## src/rtl/hamming_sec_encoder_stream_pkg.sv

```systemverilog
// Shared constants and types for the streaming Hamming SEC encoder.
package hamming_sec_encoder_stream_pkg;

  localparam int DATA_W = 8;
  localparam int CODE_W = 12;
  localparam int PAR_W  = 4;

  // Codeword positions of the parity bits (one-hot positions 1,2,4,8 in 1-based terms).
  localparam int PAR_IDX [PAR_W] = '{0, 1, 3, 7};

  // Codeword position of each data bit d0..d7.
  localparam int DATA_IDX [DATA_W] = '{2, 4, 5, 6, 8, 9, 10, 11};

  // Occupancy of the two-entry output buffer.
  typedef enum logic [1:0] {
    EMPTY = 2'd0,
    ONE   = 2'd1,
    TWO   = 2'd2
  } buf_state_e;

endpackage

```

## src/rtl/hamming_sec_encode_comb.sv

```systemverilog
// Pure combinational 8-bit -> 12-bit Hamming SEC encoder.
module hamming_sec_encode_comb
  import hamming_sec_encoder_stream_pkg::*;
(
  input  logic [DATA_W-1:0] data,
  output logic [CODE_W-1:0] code
);

  // Scatter data bits, then each parity bit covers every position whose
  // 1-based index shares its one-hot bit.
  always_comb begin
    code = '0;
    for (int i = 0; i < DATA_W; i++) code[DATA_IDX[i]] = data[i];
    for (int k = 0; k < PAR_W; k++) begin
      for (int j = 0; j < CODE_W; j++) begin
        if ((j != PAR_IDX[k]) && (((j + 1) & (PAR_IDX[k] + 1)) != 0))
          code[PAR_IDX[k]] = code[PAR_IDX[k]] ^ code[j];
      end
    end
  end

endmodule

```

## src/rtl/hamming_sec_encoder_stream.sv

```systemverilog
// Streaming Hamming SEC encoder with 2-entry skid buffer, one-shot error
// injection and a delivered-word counter.
module hamming_sec_encoder_stream
  import hamming_sec_encoder_stream_pkg::*;
#(
  parameter int CNT_W = 16
) (
  input  logic              clk,
  input  logic              rst_n,
  input  logic              in_valid,
  output logic              in_ready,
  input  logic [DATA_W-1:0] in_data,
  output logic              out_valid,
  input  logic              out_ready,
  output logic [CODE_W-1:0] out_code,
  output logic              out_injected,
  input  logic              inj_arm,
  input  logic [3:0]        inj_pos,
  output logic              inj_pending,
  input  logic              clr_count,
  output logic [CNT_W-1:0]  word_count
);

  buf_state_e        state, state_nxt;
  logic [CODE_W-1:0] enc_code, acc_code, main_code, skid_code;
  logic              acc_inj, main_inj, skid_inj;
  logic [3:0]        inj_pos_q;
  logic              accept, hs, load_main, load_skid;

  hamming_sec_encode_comb u_enc (
    .data (in_data),
    .code (enc_code)
  );

  assign accept       = in_valid & in_ready;
  assign hs           = out_valid & out_ready;
  assign out_valid    = (state != EMPTY);
  assign out_code     = main_code;
  assign out_injected = main_inj;

  // Out-of-range positions still consume the pending injection but flip nothing.
  assign acc_inj  = inj_pending && (inj_pos_q < 4'(CODE_W));
  assign acc_code = enc_code ^ (acc_inj ? (CODE_W'(1) << inj_pos_q) : '0);

  // Main reloads on first fill, on pass-through, or when the skid drains into it.
  assign load_main = ((state == EMPTY) && accept) ||
                     ((state == ONE) && accept && hs) ||
                     ((state == TWO) && hs);
  assign load_skid = (state == ONE) && accept && !hs;

  // Buffer occupancy next-state.
  always_comb begin
    state_nxt = state;
    case (state)
      EMPTY:   if (accept) state_nxt = ONE;
      ONE: begin
        if (accept && !hs)      state_nxt = TWO;
        else if (!accept && hs) state_nxt = EMPTY;
      end
      TWO:     if (hs) state_nxt = ONE;
      default: state_nxt = EMPTY;
    endcase
  end

  // State register; in_ready is registered from the next state.
  always_ff @(posedge clk or negedge rst_n) begin
    if (!rst_n) begin
      state    <= EMPTY;
      in_ready <= 1'b1;
    end else begin
      state    <= state_nxt;
      in_ready <= (state_nxt != TWO);
    end
  end

  // Main and skid data registers.
  always_ff @(posedge clk or negedge rst_n) begin
    if (!rst_n) begin
      main_code <= '0;
      main_inj  <= 1'b0;
      skid_code <= '0;
      skid_inj  <= 1'b0;
    end else begin
      if (load_main) begin
        main_code <= (state == TWO) ? skid_code : acc_code;
        main_inj  <= (state == TWO) ? skid_inj  : acc_inj;
      end
      if (load_skid) begin
        skid_code <= acc_code;
        skid_inj  <= acc_inj;
      end
    end
  end

  // Injection arming: a coincident arm wins over consumption so it targets the next word.
  always_ff @(posedge clk or negedge rst_n) begin
    if (!rst_n) begin
      inj_pending <= 1'b0;
      inj_pos_q   <= '0;
    end else begin
      if (accept) inj_pending <= 1'b0;
      if (inj_arm) begin
        inj_pending <= 1'b1;
        inj_pos_q   <= inj_pos;
      end
    end
  end

  // Delivered-word counter; clear beats increment.
  always_ff @(posedge clk or negedge rst_n) begin
    if (!rst_n)         word_count <= '0;
    else if (clr_count) word_count <= '0;
    else if (hs)        word_count <= word_count + 1'b1;
  end

endmodule

```

## config.mk

```make
export PLATFORM = sky130hd
export DESIGN_NAME = hamming_sec_encoder_stream
export DESIGN_NICKNAME = d
export VERILOG_FILES = /design/src/rtl/hamming_sec_encoder_stream_pkg.sv /design/src/rtl/hamming_sec_encode_comb.sv /design/src/rtl/hamming_sec_encoder_stream.sv
export SDC_FILE = /design/constraint.sdc
export NUM_CORES = 1
export LEC_CHECK = 0
export BUFFER_PORTS_ARGS = -buffer_cell sky130_fd_sc_hd__buf_2
export CORE_AREA = 3 3 70 72
export CTS_CLUSTER_SIZE = 25
export DETAILED_ROUTE_END_ITERATION = 10
export DIE_AREA = 0 0 73 75
export GPL_TIMING_DRIVEN = 0
export PLACE_DENSITY = 0.83
export SLEW_MARGIN = 20
export SYNTH_ARGS = -nofsm -noshare
export SYNTH_HDL_FRONTEND = slang
export SYNTH_SLANG_ARGS = --single-unit
export TNS_END_PERCENT = 5
```

## constraint.sdc

```tcl
create_clock -name clk -period 3.5 [get_ports clk]
set_input_delay 0.35 -clock clk [delete_from_list [all_inputs] [get_ports clk]]
set_output_delay 0.35 -clock clk [all_outputs]
set_load 0.02 [all_outputs]
```

==> results.sh <==
export IMPL_dp_worst_setup_slack_ns=1.707
export IMPL_worstMarginPinSlew_ns=0.6127
export IMPL_setup_tns_ns=0
export IMPL_cts_tree="yes"
export IMPL_root_buffer="clkbuf_8"
export IMPL_fillers=359
export IMPL_die_area_um2=5475
export IMPL_syn_nets=271
export IMPL_clock_sinks=50
export IMPL_netSwitchingPower_uw=669.3
export IMPL_antenna_cells=0
export IMPL_antenna_found_initial=0
export IMPL_setup_slack_ns=1.697
export IMPL_vias_per_cell=5.474
export IMPL_ys_ff_latch=50
export IMPL_syn_mean_instance_area_um2=10.07
export IMPL_cell_internal_pwr_uw=1213
export IMPL_fin_skew_ns=0.01253
export IMPL_placementRows=24
export IMPL_crit_fanout=10
export IMPL_period_share_pct=51.50
export IMPL_fin_nets=325
export IMPL_routed_wl_um=5074
export IMPL_cts_resized=0
export IMPL_grt_util_all_layers_pct=19.95
export IMPL_endpoint_kind="register"
export IMPL_grt_pass1_vias=1798
export IMPL_dp_cells=351
export IMPL_ys_top_cells_by_count="dfrtp_1 (49), nor2_1 (44), xnor2_1 (27)"
export IMPL_fin_area_um2=2950
export IMPL_die_h_um=75
export IMPL_vdd_drop_max_uv=412.9
export IMPL_required_ns=3.69
export IMPL_maxSlewViolCount=0
export IMPL_antenna_left=0
export IMPL_synth_area_leader_cell="dfrtp_1"
export IMPL_drt_pass1_iterations=4
export IMPL_worstSkewPairLatency_ns=0.31
export IMPL_postCtsSetupBuffers=0
export IMPL_fin_crit_ns=1.803
export IMPL_numCtsBuffers=5
export IMPL_start_util_pct=58.28
export IMPL_syn_inst=252
export IMPL_clk_pin_slew_ns=0.10
export IMPL_ctsLongestPathBuffers=2
export IMPL_p_leak_uw=0.001338
export IMPL_power_density_nw_per_um2=638.1
export IMPL_p_seq_share_pct=45.2
export IMPL_gp_congestion=0.7764
export IMPL_dp_hpwl_um=3706
export IMPL_io_pins=50
export IMPL_fmax_mhz=554.7
export IMPL_core_area_um2=4354
export IMPL_syn_area_um2=2537
export IMPL_setup_viol=0
export IMPL_layout_drive_gt1_share_pct=25.08
export IMPL_ys_warn_count=0
export IMPL_hold_class="in2async"
export IMPL_drc_errors=0
export IMPL_max_slew_margin_rel_pct=59.16
export IMPL_area_growth_synth_to_final_pct=16.27
export IMPL_path_class="reg2reg"
export IMPL_stdcell_count=359
export IMPL_worstRegToRegCells=4
export IMPL_synth_enable_flop_cells=0
export IMPL_h_tree_depth=2
export IMPL_grt_first_pass_wirelength_um=8452
export IMPL_overflow=0
export IMPL_ys_seq_area_share_pct=49.36
export IMPL_crit_arrival_ns=2.00
export IMPL_rsz0062_at_grt="no"
export IMPL_status="complete, no violations"
export IMPL_vias=1965
export IMPL_synth_main_ff_cell="dfrtp_1"
export IMPL_ys_async_sr_fraction_pct=100.0
export IMPL_drt_initial_drc_count=102
export IMPL_drv_cap=0
export IMPL_placed_area_um2=2838
export IMPL_port_buffers=47
export IMPL_fin_hold_ws_ns=0.03885
export IMPL_yosys_area_top_type_share_pct=48.32
export IMPL_final_hold_viol_count=0
export IMPL_startpoint_type="register"
export IMPL_yosys_top_cells_area="dfrtp_1 (48%), xnor2_1 (9.3%), nor2_1 (6.5%), mux2_2 (4.0%), a21oi_1 (3.2%)"
export IMPL_switching_share_pct=35.55
export IMPL_die_x_um=73
export IMPL_clock_power_share_pct=21.7
export IMPL_yosysMostFrequentCell="dfrtp_1"
export IMPL_grt_max_degree=51
export IMPL_wire_per_inst_um=14.13
export IMPL_yosys_cell_types_count=41
export IMPL_p_comb_share_pct=33.1
export IMPL_cts_hold_fix_buffers=0
worst max-delay path, cell delays in order, from the launching register on:
cell	delay [ns]
dfstp_2	0.56
nand3b_1	0.10
nor3b_1	0.35
buf_2	0.33
mux2_2	0.36
logic make-up after synthesis:
kind of cell | share of synthesized area [%]
fa+ha+maj | 0.4930
simple gates | 17.85
buf+inv | 2.367
xor+xnor | 12.72
compound gates | 12.82
mux | 4.389
flops | 49.36
power groups by stage:
stage | sequential, uW | combinational [uW] | clock [uW]
4_1_cts | 849 | 633 | 417
3_5_place_dp | 860 | 631 | 0
3_3_place_gp | 854 | 613 | 0
5_1_grt | 872 | 690 | 437
6_report | 850 | 624 | 409
2_1_floorplan | 946 | 339 | 0
layer usage:
layer  wire length [um]  vias to the layer above  share of wire (%)  GRT usage, %
met1               2335                      946                 46         26.42
li1                   -                      967                  -             -
met3                239                        8                4.7         4.673
met5                  0                        -                  0             0
met4                 64                        0                1.3         7.172
met2               2434                       44                 48         32.17
path summary, 6_finish.rpt:
path / start / end / slack, ns
max in group asynchronous: rst_n / out_code[5]$_DFFE_PN0P_ / 3.04
setup reg to reg: in_ready$_DFF_PN1_ / skid_inj$_DFFE_PN0P_ / 1.70
hold / removal: rst_n / word_count[4]$_DFFE_PN0P_ / 0.04
min in group clk: inj_pos[1] / inj_pos_q[1]$_DFFE_PN0P_ / 0.27
hold reg to reg: out_code[11]$_DFFE_PN0P_ / out_code[11]$_DFFE_PN0P_ / 0.48
setup / recovery: in_ready$_DFF_PN1_ / skid_inj$_DFFE_PN0P_ / 1.70
registers in the layout, summed over array words and instances (netlist names):
| signal | count |
|---|---|
| word_count | 16 |
| out_code | 12 |
| skid_code | 12 |
| inj_pos_q | 4 |
| state | 2 |
| in_ready | 1 |
| inj_pending | 1 |
| out_injected | 1 |
| skid_inj | 1 |
final cells by class:
type | instances | area [um2] | share of cell area, %
buffer | 10 | 45.04 | 1.527
clock buffer | 6 | 72.57 | 2.460
clock inverter | 2 | 37.54 | 1.272
inverter | 4 | 15.01 | 0.5089
multi-input combinational | 188 | 1225 | 41.52
sequential | 50 | 1252 | 42.45
tap | 52 | 65.06 | 2.205
timing repair buffer | 47 | 237.7 | 8.058
placed cells by master (no fill, tap or decap), types with 3 or more instances in the layout:
master    count
nor2_1       44
nor3_1        8
nand2_1      15
nand3b_1      5
xnor2_1      27
mux2_2        9
clkbuf_1      7
a21oi_1      16
nand2b_1      3
buf_2        49
o21ai_0       7
clkbuf_8      5
nand3_1       4
inv_1         4
a211oi_1      7
a21o_1        9
dfrtp_1      49
xor2_1        8
or3_1         3
stage by stage:
step | utilization, % | total power, uW
5_1_grt | 67.76 | 1999
2_1_floorplan | - | 1285
4_1_cts | 67.70 | 1899
3_3_place_gp | 65.17 | 1468
6_report | 67.76 | 1883
3_5_place_dp | 65.17 | 1491
(Power assumes the default switching activity.)
